File: config.mk
export PLATFORM = sky130hd
export DESIGN_NAME = write_demux
export DESIGN_NICKNAME = d
export VERILOG_FILES = /design/src/rtl/write_demux.sv
export SDC_FILE = /design/constraint.sdc
export NUM_CORES = 1
export LEC_CHECK = 0
export ABC_AREA = 1
export BUFFER_PORTS_ARGS = -buffer_cell sky130_fd_sc_hd__buf_2
export CORE_AREA = 2 2 100 112
export DETAILED_ROUTE_END_ITERATION = 6
export DIE_AREA = 0 0 102 114
export PLACE_DENSITY_LB_ADDON = 0.08
export SLEW_MARGIN = 20
export SYNTH_ARGS = -nofsm -noshare
export SYNTH_HDL_FRONTEND = slang
export SYNTH_SLANG_ARGS = --single-unit
export TNS_END_PERCENT = 1
File: constraint.sdc
create_clock -name clk -period 2.4 [get_ports clk]
set_input_delay 0.12 -clock clk [delete_from_list [all_inputs] [get_ports clk]]
set_output_delay 0.12 -clock clk [all_outputs]
set_load 0.05 [all_outputs]
File: src/rtl/write_demux.sv
// Two-entry in-order FIFO that routes each {select, data} item to one of
// two output ports, with per-port delivery counters.
module write_demux #(
  parameter int WIDTH = 32,
  parameter int CNTW  = 16
) (
  input  logic             clk,
  input  logic             rst_n,
  input  logic [WIDTH-1:0] idata,
  input  logic             M1,
  input  logic             ivalid,
  output logic             iready,
  output logic [WIDTH-1:0] odata0,
  output logic             ovalid0,
  input  logic             oready0,
  output logic [WIDTH-1:0] odata1,
  output logic             ovalid1,
  input  logic             oready1,
  output logic [CNTW-1:0]  cnt0,
  output logic [CNTW-1:0]  cnt1,
  output logic             busy
);

  logic [1:0]      count_q, count_d;
  logic            wr_ptr_q, wr_ptr_d;
  logic            rd_ptr_q, rd_ptr_d;
  logic [CNTW-1:0] cnt0_q, cnt0_d;
  logic [CNTW-1:0] cnt1_q, cnt1_d;

  logic [WIDTH-1:0] data_mem_q [2];
  logic             sel_mem_q  [2];

  logic             not_empty;
  logic             head_sel;
  logic [WIDTH-1:0] head_data;
  logic             push;
  logic             pop0;
  logic             pop1;
  logic             pop;

  // Everything outward-facing derives from registered state only.
  always_comb begin
    not_empty = (count_q != 2'd0);
    head_sel  = sel_mem_q[rd_ptr_q];
    head_data = data_mem_q[rd_ptr_q];
    iready    = (count_q != 2'd2);
    ovalid0   = not_empty && !head_sel;
    ovalid1   = not_empty && head_sel;
    odata0    = ovalid0 ? head_data : '0;
    odata1    = ovalid1 ? head_data : '0;
    busy      = not_empty;
    cnt0      = cnt0_q;
    cnt1      = cnt1_q;
  end

  always_comb begin
    push     = ivalid && iready;
    pop0     = ovalid0 && oready0;
    pop1     = ovalid1 && oready1;
    pop      = pop0 || pop1;
    count_d  = count_q;
    wr_ptr_d = wr_ptr_q;
    rd_ptr_d = rd_ptr_q;
    cnt0_d   = cnt0_q;
    cnt1_d   = cnt1_q;
    unique case ({push, pop})
      2'b10:   count_d = count_q + 2'd1;
      2'b01:   count_d = count_q - 2'd1;
      default: count_d = count_q;
    endcase
    if (push) wr_ptr_d = ~wr_ptr_q;
    if (pop)  rd_ptr_d = ~rd_ptr_q;
    if (pop0) cnt0_d = cnt0_q + CNTW'(1);
    if (pop1) cnt1_d = cnt1_q + CNTW'(1);
  end

  always_ff @(posedge clk or negedge rst_n) begin
    if (!rst_n) begin
      count_q  <= 2'd0;
      wr_ptr_q <= 1'b0;
      rd_ptr_q <= 1'b0;
      cnt0_q   <= '0;
      cnt1_q   <= '0;
    end else begin
      count_q  <= count_d;
      wr_ptr_q <= wr_ptr_d;
      rd_ptr_q <= rd_ptr_d;
      cnt0_q   <= cnt0_d;
      cnt1_q   <= cnt1_d;
    end
  end

  // Storage is unreset; stale contents are hidden by count_q.
  always_ff @(posedge clk) begin
    if (push) begin
      data_mem_q[wr_ptr_q] <= idata;
      sel_mem_q[wr_ptr_q]  <= M1;
    end
  end

endmodule

==> results.md, run 1 <==
- Setup repair after global routing left no endpoint under its margin.
- The die covers 0.0116 mm^2.
- The wire length of the first global-routing pass is 14.7 mm.
- The number of global-route vias before repair is 3192.
- The number of hold-repair buffers added at the cts stage is 34.
- After detailed routing, the average wire length per cell comes to 12.6 um.
- The number of max-slew violations in the final report is 0.
- The maximum number of pins on one net before global-route repair is 37.
- The detailed-route wire length is 9.65 mm.
- The overall die height is 114 um.
- The top cell type by total area after synthesis is edfxtp_1.
- After Yosys synthesis, XOR and XNOR cells account for 3.02% of the synthesized area.
- VDD sags by at most 0.813 mV.
- The count of cells in the finished layout, fillers not included, comes to 767.
- The per-instance average area after synthesis is 10.5 um^2.
- Counting every net in the synthesized netlist gives 478.
- Data on the critical path arrives at its endpoint at 1.87 ns.
- The placed wire-length estimate after detailed placement is 6.68 mm.
- The number of setup buffers added after CTS is 0.
- The share of the core filled with cells is 57.5%.
- The delay of the slowest cell on the worst path is 0.50 ns.
- Synthesis produced 437 cells.
- During synthesis, Yosys emitted a total of 0 warnings.
- Leaving out fill and tap cells, the most frequent cells in the layout are buf_2 (137), nand2_1 (107), nor2_1 (87).
- The worst max-slew margin expressed relative to the limit is 44.8%.
- The tightest min-delay check is of the input pin to flop type.
- The run finished with clean final reports.
- The placeable core region is 0.0106 mm^2.
- The launch point of the worst reg-to-reg path is rd_ptr_q$_DFFE_PN0P_.
- The largest delay contributor family on the critical path is buffers and inverters.
- After Yosys synthesis, full adders, half adders and majority gates account for 0.815% of the synthesized area.
- In this run the horizontal extent of the chip is 102 um.
- The remaining design rule violation count is 0.
- The clock tree synthesis step divided the H-tree into 3 levels.
- The start point of the worst min-delay path is ivalid.
- Of the cells placed in the final design, the portion with a size suffix greater than 1 is 28.1%.
- The cell type of the slowest stage on the worst timing path is buf_4.
- The count of port buffers added during placement is 137.
- The number of antenna violations at the first check in global routing was 0.
- For the pin with the worst max-slew slack, the measured transition is 0.827 ns.
- After clock tree synthesis, the repair step resized 0 gates.
- The largest family of logic cells by synthesized area is simple AND/OR/NAND/NOR gates.
- Measured against the total synthesized area, the mux share comes to 6.95%.
- The leakage power is 2.90 nW.
- The type of the setup path with the least slack is flop to primary output.
- The number of buffers and inverters on the critical path is 2.
- The worst-case clock buffer depth is 2.
- The number of vias per cell is 4.57.
- Traced cell by cell, the critical path runs through buf_4 -> mux2i_1 -> nor2_1 -> buf_2.
- The total count of hold-check failures in the final report is 0.
- Of all nets on the critical path, the largest fanout is 32.
- The maximum clock rate is 503 MHz.
- The distinct cell type count after synthesis is 27.
- The buffer cell driving the clock tree root is clkbuf_16.
- The final net count is 655.
- The total number of clock tree sinks is 102.
- The depth of the worst register-to-register path is 9.
- Summing the sequential cell areas from Yosys gives 62.6% of the chip area.
- The TritonCTS clock tree is yes.
- The top cell type by area accounts for 43.0% of the synthesized area.
- Of all flip-flops after synthesis, the portion carrying an async set or reset was 35.3%.
- Max-cap violations in this run came to 0.
- The effective utilization at floorplan is 43.4%.
- The last weighted congestion value of the routability-driven placer is 0.795.
- The placement row count is 40.
- The mapped netlist covers 0.00461 mm^2.
- In the global route stage, overall resource usage came out at 16.6%.
- The clock reaches the later pin of the worst-skew pair after 0.34 ns.
- The number of nets still failing antenna checks after routing is 0.
- The end of the worst register-to-register path is count_q[1]$_DFFE_PN0P_.
- The number of placed instances, taps included is 716.
- The worst setup path is launched from a flop.
- The final cycle utilization of the critical path is 82.8%.
- The hold path endpoint is wr_ptr_q$_DFFE_PN0P_.
- The reg2reg setup slack is 0.63 ns.
- Relative to the synthesized area, the layout overhead comes to 32.4%.
- After the first detailed-routing iteration, the DRC count stood at 141.
- After clock tree synthesis, the clock-pin slew on the worst setup and hold paths is 0.06 ns.
- The kind of capture point of the worst setup path is a primary output.
- The most common library cell in the layout ignoring fill and taps is buf_2.
- Counting flops with a built-in enable in the synthesized netlist gives 66.
- The worst path needs 1.99 ns of the cycle, external delays included.
- After synthesis the netlist holds a flip-flop and latch count of 102.
- For the final database, setup skew stands at 0.00516 ns.
- After routing, the total negative slack on setup checks comes to 0 ns.
- For the worst setup path, the data required time is 2.28 ns.
- Ranked by total cell area, the synthesized netlist is headed by edfxtp_1 (43%), dfrtp_1 (20%), nand2_1 (8.7%).
- In this run the power density over the cells is 1350 mW/mm^2.
- Among all flip-flop cells after synthesis, the most frequent one is edfxtp_1.
- TritonCTS created 9 clock buffers.
- The first detailed-routing pass took 4 iterations.
- The worst hold path passes through 3 cells.
- The layout has 958 filler cells.
- The global-route congestion overflow total is 0.
- The number of top-level pins is 138.
- Summing all non-filler instances in the final layout gives an area of 0.00610 mm^2.
- The post-placement cell area is 0.00549 mm^2.
- Setup violations remaining at the end of the flow were counted as 0.
- The synthesized netlist devotes 0.869% of its cell area to compound gates.
- Summing over every cut layer, the via total after detailed routing is 3505.
- The post-synthesis simple-gate area fraction is 21.6%.
-- registers in the layout, indices dropped and copies added, names as in the netlist --
name        flops
cnt0           16
cnt1           16
count_q         2
data_mem_q     64
rd_ptr_q        1
sel_mem_q       2
wr_ptr_q        1
-- logic make-up (layout without fill, tap and decap cells) --
logic type               Yosys count  count (layout)
AO/OA/AOI/OAI                      8               8
XOR/XNOR                          15              15
adder cells (fa/ha/maj)            3               3
buffers and inverters             45             227
flip-flops                       102             102
multiplexers                      32              32
other                              0               1
AND/OR/NAND/NOR                  232             232
-- metrics by stage --
stage               hold slack (ns)  total power, W  setup WS (ns)
finish                       0.0541         0.00821          0.412
CTS                          0.0379         0.00832          0.346
floorplan                    -0.176         0.00599         -0.449
detailed placement            0.275         0.00695          0.635
global placement              0.272         0.00688          0.689
global route                 0.0860         0.00866          0.263
-- power by group --
group	switching, W	internal (W)
registers	0.000191	0.00229
logic	0.00341	0.00101
clock network	0.000582	0.000722
-- per-layer routing --
layer / global-route usage [%] / up-vias / part of all wire (%)
met3: 4.47 / 8 / 5.0
li1: - / 1776 / -
met1: 19.3 / 1637 / 43
met4: 5.24 / 0 / 1.1
met5: 0 / - / 0
met2: 29.5 / 84 / 51
-- worst register-to-register path, delay by kind of cell, from the launching register on --
kind,cells,cell delay [ns]
AO/OA/AOI/OAI,2,0.23
XOR/XNOR,1,0.15
adder cells (fa/ha/maj),1,0.26
buffers and inverters,1,0.07
flip-flops,1,0.44
AND/OR/NAND/NOR,4,0.49
-- how the worst max path moves through the flow --
| stage | startpoint | to | cells after the start |
|---|---|---|---|
| after floorplan | count_q[0]$_DFFE_PN0P_ | data_mem_q[0][0]$_DFFE_PP_ | 4 |
| after global placement | rd_ptr_q$_DFFE_PN0P_ | count_q[1]$_DFFE_PN0P_ | 9 |
| after detailed placement | rd_ptr_q$_DFFE_PN0P_ | count_q[1]$_DFFE_PN0P_ | 9 |
| after CTS | rd_ptr_q$_DFFE_PN0P_ | odata1[28] | 4 |
| after global routing | rd_ptr_q$_DFFE_PN0P_ | odata0[28] | 4 |
| final | rd_ptr_q$_DFFE_PN0P_ | odata0[30] | 4 |
-- Yosys cell counts (3+ instances only) --
library cell,count
nand3b_1,4
nor2_2,3
ha_1,3
o21ai_1,4
nand2_1,107
buf_2,9
xor2_1,10
inv_1,32
dfrtp_1,36
mux2i_1,32
nor2_1,89
nand4_1,3
edfxtp_1,66
nand3_1,16
xnor2_1,4
-- final cells by class --
type | count | area [um^2] | share of cell area, %
well taps | 147 | 184 | 3.02
flip-flops and latches | 102 | 2880 | 47.3
diodes | 1 | 2.50 | 0.0410
repair buffers | 177 | 1080 | 17.8
clock inverters | 5 | 26.3 | 0.431
inverters | 34 | 128 | 2.09
multi-input cells | 290 | 1550 | 25.4
clock buffers | 11 | 243 | 3.98
No activity file was read; power rests on OpenSTA's default activity.
==> run 2, diff against run 1 <==
==> constraint.sdc (replaced) <==
create_clock -name clk -period 1.75 [get_ports clk]
set_input_delay 0.0875 -clock clk [delete_from_list [all_inputs] [get_ports clk]]
set_output_delay 0.0875 -clock clk [all_outputs]
set_load 0.05 [all_outputs]
==> run 2 against run 1 <==
Combinational power rose by 73%. Non-clock buffer count is 8 higher. Clock skew fell by 0.0017 ns. Setup slack worse by 0.41 ns. Core utilization rose by 5.6 points. Routed wire length up 12%. Flip-flop and latch count did not move.
==> results.md, run 2 (synthesized netlist as in run 1, its figures left out) <==
- The wire length of the first global-routing pass is 15.6 mm (+6.5%).
- The number of detailed-routing iterations run before antenna repair is 4 (unchanged).
- The number of max-slew violations in the final report is 0 (unchanged).
- The critical path startpoint category is a flop.
- The number of setup buffers added after CTS is 0 (unchanged).
- The final net count is 663 (+1.2%).
- The total area of sequential cells came to 0.00288 mm^2 (unchanged).
- The placement row count is 40 (unchanged).
- The fill cell total of the finished layout came to 878 (-8.4%).
- The number of global-route vias before repair came to 3389 (+6.2%).
- The total non-filler cell area in the finished layout is 0.00670 mm^2 (+9.8%).
- The number of vias per cell was 4.69 (+2.7%).
- The data arrival time of the critical path was 1.66 ns (-0.21 ns).
- The flow ran to the end, and the final reports show no timing, DRC or antenna violations.
- The number of antenna violations at the first check in global routing came to 1 (+1).
- The routed via count was 3636 (+3.7%).
- Leaving out fill and tap cells, the most frequent cell in the layout is nand2_1.
- The clock transition at the registers of the reported paths is 0.06 ns (about the same).
- The minimum clock period after layout is 1.75 ns.
- The number of nets still failing antenna checks after routing came to 0 (unchanged).
- The total number of clock tree sinks came to 102 (unchanged).
- The source-to-sink clock delay at the later pin of the worst-skew pair was 0.33 ns (about the same).
- Ranked by flip-flop count, first place goes to data_mem_q.
- The leakage power came to 3.02 nW (+4.4%).
- The maximum fanout count along the critical path is 17 (-47%).
- The critical path goes through inv_2 -> nand2_1 -> nand2_2 -> nand2_4 -> buf_12 -> nor2_1 -> buf_4.
- The remaining design rule violation count came to 0 (unchanged).
- The delay of the slowest cell on the worst path is 0.45 ns (-0.05 ns).
- Setup repair after global routing could not meet its margin everywhere.
- In the finished design, the share of the clock period the worst path needs comes to 99.9%.
- The placeable core region is 0.0106 mm^2 (unchanged).
- The number of buffers created by CTS came to 9 (unchanged).
- The clock skew is 0.00350 ns (-0.00165 ns).
- Relative to the synthesized area, the layout overhead comes to 45.4%.
- The cell type of the slowest stage on the worst timing path is dfrtp_2.
- The data required time of the critical path is 1.66 ns (-0.62 ns).
- The area of the multi-input gates was 0.00165 mm^2 (+6.8%).
- The routed length per instance came to 13.9 um (+11%).
- Leaving out fill and tap cells, the most frequent cells in the layout are nand2_1 (103), buf_2 (72), edfxtp_1 (66).
- The total count of hold-check failures in the final report is 0 (unchanged).
- The power density normalized to cell area is 1940 mW/mm^2 (+44%).
- The overall die height is 114 um (unchanged).
- The last weighted congestion value of the routability-driven placer is 0.779 (-2.0%).
- The TritonCTS clock tree is yes.
- The maximum number of pins on one net before global-route repair is 37 (unchanged).
- The largest vdd supply drop is 1.09 mV (+34%).
- The post-placement cell area is 0.00553 mm^2 (+0.87%).
- The worst-case clock buffer depth is 2 (unchanged).
- The worst max-slew margin expressed relative to the limit was 68.7% (+24 points).
- The worst hold slack across all endpoints is 0.0242 ns (-0.0299 ns).
- The number of top-level pins is 138 (unchanged).
- The count of port buffers added during placement is 137 (unchanged).
- The flip-flop count of the largest register, all copies and words added is 64 (unchanged).
- The layout cell share with drive strength beyond 1 is 34.8% (+6.7 points).
- The kind of capture point of the worst setup path is a primary output.
- The number of maximum-capacitance constraint violations is 0 (unchanged).
- The tree is rooted in a clkbuf_16.
- The post-layout total power is 0.0130 W (+58%).
- The maximum clock rate is 572 MHz.
- The setup violation total in the final timing report is 0 (unchanged).
- The post-layout worst setup margin is 0.00217 ns (-0.409 ns).
- The class of the worst hold path is input pin to flop.
- The level count of the clock H-tree is 3 (unchanged).
- The horizontal die dimension is 102 um (unchanged).
- The worst setup slack before clock tree synthesis was 0.143 ns (-0.492 ns).
- The detailed-route wire length is 10.8 mm (+12%).
- The global-route congestion overflow total is 0 (unchanged).
- The placed wire-length estimate after detailed placement was 6.69 mm (+0.12%).
- The combined global-route utilization of all metal layers is 17.3% (+0.69 points).
- The DRC marker count from the first detailed-route iteration is 116 (-18%).
- The effective utilization at floorplan was 43.4% (unchanged).
- The transition time of the tightest slew-check pin is 0.470 ns (-0.358 ns).
- The type of the setup path with the least slack is flop to primary output.
- The die area was 0.0116 mm^2 (unchanged).
==> run 2: cell type report <==
| cell class | instances | area share, % |
|---|---|---|
| flip-flops and latches | 102 | 43.1 |
| multi-input cells | 290 | 24.7 |
| repair buffers | 185 | 23.4 |
| clock buffers | 10 | 3.42 |
| well taps | 147 | 2.75 |
| inverters | 34 | 1.91 |
| clock inverters | 6 | 0.785 |
| diodes | 1 | 0.0374 |
==> run 2: per-stage QoR <==
stage	utilization, %	std cells	setup TNS [ns]
after floorplan	-	437	-10.53
after global placement	52.1	722	0
after detailed placement	52.1	722	0
after CTS	59.2	772	0
final	63.1	775	0
after global routing	63.1	775	-2.69
==> run 2: worst paths after layout <==
check	slack, ns	to	cells past startpoint	start
worst min register to register	0.50	cnt1[15]$_DFFE_PN0P_	2	cnt1[15]$_DFFE_PN0P_
worst max-delay path	0.002	odata1[16]	7	rd_ptr_q$_DFFE_PN0P_
worst max register to register	0.11	count_q[1]$_DFFE_PN0P_	8	count_q[1]$_DFFE_PN0P_
min in group asynchronous	0.31	cnt0[8]$_DFFE_PN0P_	3	rst_n
max in group asynchronous	1.08	rd_ptr_q$_DFFE_PN0P_	3	rst_n
worst min-delay path	0.02	wr_ptr_q$_DFFE_PN0P_	3	ivalid
==> run 2: critical path: cells and delay by family (launching register included) <==
| kind | cells | cell delay (ns) |
|---|---|---|
| simple gates | 4 | 0.41 |
| buf+inv | 3 | 0.46 |
| flops | 1 | 0.45 |
==> run 2: per-layer routing <==
metal | part of all wire, % | track usage [%] | wire [um]
met1 | 40 | 20.5 | 4350
met2 | 53 | 30.7 | 5740
met3 | 4.1 | 2.63 | 445
met4 | 2.5 | 7.47 | 269
met5 | 0 | 0 | 0
==> run 2: report_power, final <==
part / leakage, nW / switching, W / internal, W
Clock: 0.141 / 0.000803 / 0.00109
Sequential: 1.09 / 0.000273 / 0.00314
Combinational: 1.79 / 0.00520 / 0.00245
==> run 2: repair_timing <==
action	in CTS	in global routing
gates resized for setup	50	134
hold endpoints to repair	102	0
endpoints found under the setup margin	65	66
hold buffers	34	0
cloned	0	2
==> run 3, diff against run 2 <==
==> constraint.sdc (replaced) <==
create_clock -name clk -period 1.75 [get_ports clk]
set_input_delay 0.0875 -clock clk [delete_from_list [all_inputs] [get_ports clk]]
set_output_delay 0.0875 -clock clk [all_outputs]
set_load 0.005 [all_outputs]
==> run 3 against run 2 <==
Global-route usage decreased by 0.39 points. Non-clock buffer count decreased by 4. Critical path depth increased by 2. Clock-buffer cell count decreased by 1. Final area decreased by 7.3%. Routed wire length decreased by 8.4%. Worst hold slack improved by 0.0046 ns.
==> results.md, run 3 (synthesized netlist as in run 1, its figures left out) <==
- The run finished with clean final reports.
- The routed length per instance is 12.9 um (-7.8%).
- The number of diodes is 0 (-1).
- The worst-case clock buffer depth came to 2 (unchanged).
- The die area is 0.0116 mm^2 (unchanged).
- The worst setup slack before clock tree synthesis is 0.0994 ns (-0.0439 ns).
- The depth of the worst register-to-register path came to 9 (+1).
- The worst hold path belongs to the class input pin to flop.
- The remaining design rule violation count is 0 (unchanged).
- The routed via count is 3538 (-2.7%).
- The most common library cell in the layout ignoring fill and taps is buf_2.
- The total count of hold-check failures in the final report is 0 (unchanged).
- The wire length of the first global-routing pass is 15.1 mm (-3.3%).
- The maximum number of pins on one net before global-route repair is 37 (unchanged).
- The level count of the clock H-tree is 3 (unchanged).
- The clock transition at the registers of the reported paths came to 0.07 ns (about the same).
- The horizontal die dimension came to 102 um (unchanged).
- The fill cell total of the finished layout is 924 (+5.2%).
- The data required time of the critical path is 1.95 ns (+0.29 ns).
- The number of antenna violations at the first check in global routing is 0 (-1).
- The flip-flop count of the largest register, all copies and words added was 64 (unchanged).
- The source-to-sink clock delay at the later pin of the worst-skew pair came to 0.33 ns (about the same).
- The number of global-route vias before repair came to 3308 (-2.4%).
- The worst setup path is captured at a flop.
- The leakage power came to 2.92 nW (-3.4%).
- The placement row count is 40 (unchanged).
- The minimum clock period after layout came to 1.67 ns (-0.0781 ns).
- The final net count was 659 (-0.60%).
- The overall die height was 114 um (unchanged).
- The number of maximum-capacitance constraint violations is 0 (unchanged).
- The placeable core region was 0.0106 mm^2 (unchanged).
- The maximum fanout count along the critical path is 5 (-12).
- The critical path startpoint category is a flop.
- The post-layout worst setup margin was 0.0802 ns (+0.0781 ns).
- The number of buffers created by CTS was 9 (unchanged).
- The transition time of the tightest slew-check pin was 0.472 ns (+0.00200 ns).
- The data arrival time of the critical path was 1.87 ns (+0.21 ns).
- The number of detailed-routing iterations run before antenna repair is 4 (unchanged).
- The global-route congestion overflow total is 0 (unchanged).
- The detailed-route wire length is 9.90 mm (-8.4%).
- The worst max-slew margin expressed relative to the limit is 68.5% (-0.13 points).
- The combined global-route utilization of all metal layers is 16.9% (-0.39 points).
- The number of top-level pins is 138 (unchanged).
- The layout cell share with drive strength beyond 1 came to 29.5% (-5.2 points).
- The register with the highest flop count is data_mem_q.
- The placed wire-length estimate after detailed placement is 6.88 mm (+2.8%).
- The number of max-slew violations in the final report is 0 (unchanged).
- The setup violation total in the final timing report is 0 (unchanged).
- The clock skew is 0.00647 ns (+0.00297 ns).
- The final cycle utilization of the critical path is 95.4% (-4.5 points).
- The library cells used most frequently in the layout, excluding fill and tap cells, are buf_2 (137), nand2_1 (107), nor2_1 (87).
- The DRC marker count from the first detailed-route iteration is 93 (-20%).
- The last weighted congestion value of the routability-driven placer is 0.797 (+2.3%).
- The critical path is of the flop to flop type.
- The count of port buffers added during placement is 137 (unchanged).
- The tree is rooted in a clkbuf_16.
- The number of nets still failing antenna checks after routing is 0 (unchanged).
- The worst hold slack across all endpoints is 0.0288 ns (+0.00461 ns).
- The effective utilization at floorplan is 43.4% (unchanged).
- The largest vdd supply drop is 0.696 mV (-36%).
- The number of cells on the worst hold path was 3 (unchanged).
- The maximum clock rate is 599 MHz (+4.7%).
- The total number of clock tree sinks is 102 (unchanged).
- TritonCTS built the clock tree.
- Setup repair after global routing left no endpoint under its margin.
- The number of vias per cell is 4.59 (-2.1%).
- The power density normalized to cell area is 1410 mW/mm^2 (-27%).
- The area added between synthesis and finish is 34.7%.
## run 3: area by class of cell
class                      instances  area [um^2]  area share, %
clock buffer                       9          225           3.63
clock inverter                     7         75.1           1.21
multi-input combinational        290         1560           25.2
sequential                       102         2880           46.5
inverter                          34          128           2.06
timing repair buffer             181         1150           18.5
tap                              147          184           2.96
## run 3: final timing paths
path	from	to	slack, ns
max in group asynchronous	rst_n	rd_ptr_q$_DFFE_PN0P_	1.07
worst min register to register	cnt1[15]$_DFFE_PN0P_	cnt1[15]$_DFFE_PN0P_	0.50
worst min-delay path	ivalid	wr_ptr_q$_DFFE_PN0P_	0.03
worst max register to register	rd_ptr_q$_DFFE_PN0P_	count_q[1]$_DFFE_PN0P_	0.08
worst max-delay path	rd_ptr_q$_DFFE_PN0P_	count_q[1]$_DFFE_PN0P_	0.08
min in group asynchronous	rst_n	cnt0[8]$_DFFE_PN0P_	0.33
## run 3: repair_timing
action,4_1_cts,5_1_grt
hold buffers,34,0
gates resized for setup,0,6
buffers inserted,0,0
endpoints found under the setup margin,0,66
hold endpoints to repair,102,0
## run 3: worst max-delay path, stage by stage, from the launching register on
cell and delay [ns]:
dfrtp_2 0.46, inv_2 0.07, nand2_1 0.07, nand2_2 0.09
nand3_4 0.07, nand2_1 0.11, ha_1 0.26, a21oi_1 0.12
o21ai_0 0.12, xor2_1 0.16
## run 3: layer usage
| layer | vias up | global-route usage, % | wire (um) |
|---|---|---|---|
| li1 | 1790 | - | - |
| met1 | 1654 | 20.0 | 4300 |
| met2 | 87 | 30.0 | 5140 |
| met3 | 7 | 3.55 | 376 |
| met4 | 0 | 6.13 | 87 |
| met5 | - | 0 | 0 |
## run 3: metrics by stage
step	cell area [um^2]	total power (W)	setup TNS (ns)	util, %	instances
global placement	5540	0.00666	0	52.2	720
floorplan	4610	0.00535	-11.95	-	437
global route	6200	0.00931	0	58.5	770
CTS	6180	0.00880	0	58.3	770
detailed placement	5540	0.00676	0	52.2	720
finish	6200	0.00872	0	58.5	770
## run 3: where the power goes
| part | internal, W | switching [W] | leakage [nW] | total (W) |
|---|---|---|---|---|
| logic | 0.00147 | 0.00188 | 1.70 | 0.00335 |
| clock network | 0.00111 | 0.000842 | 0.134 | 0.00195 |
| registers | 0.00314 | 0.000274 | 1.09 | 0.00341 |
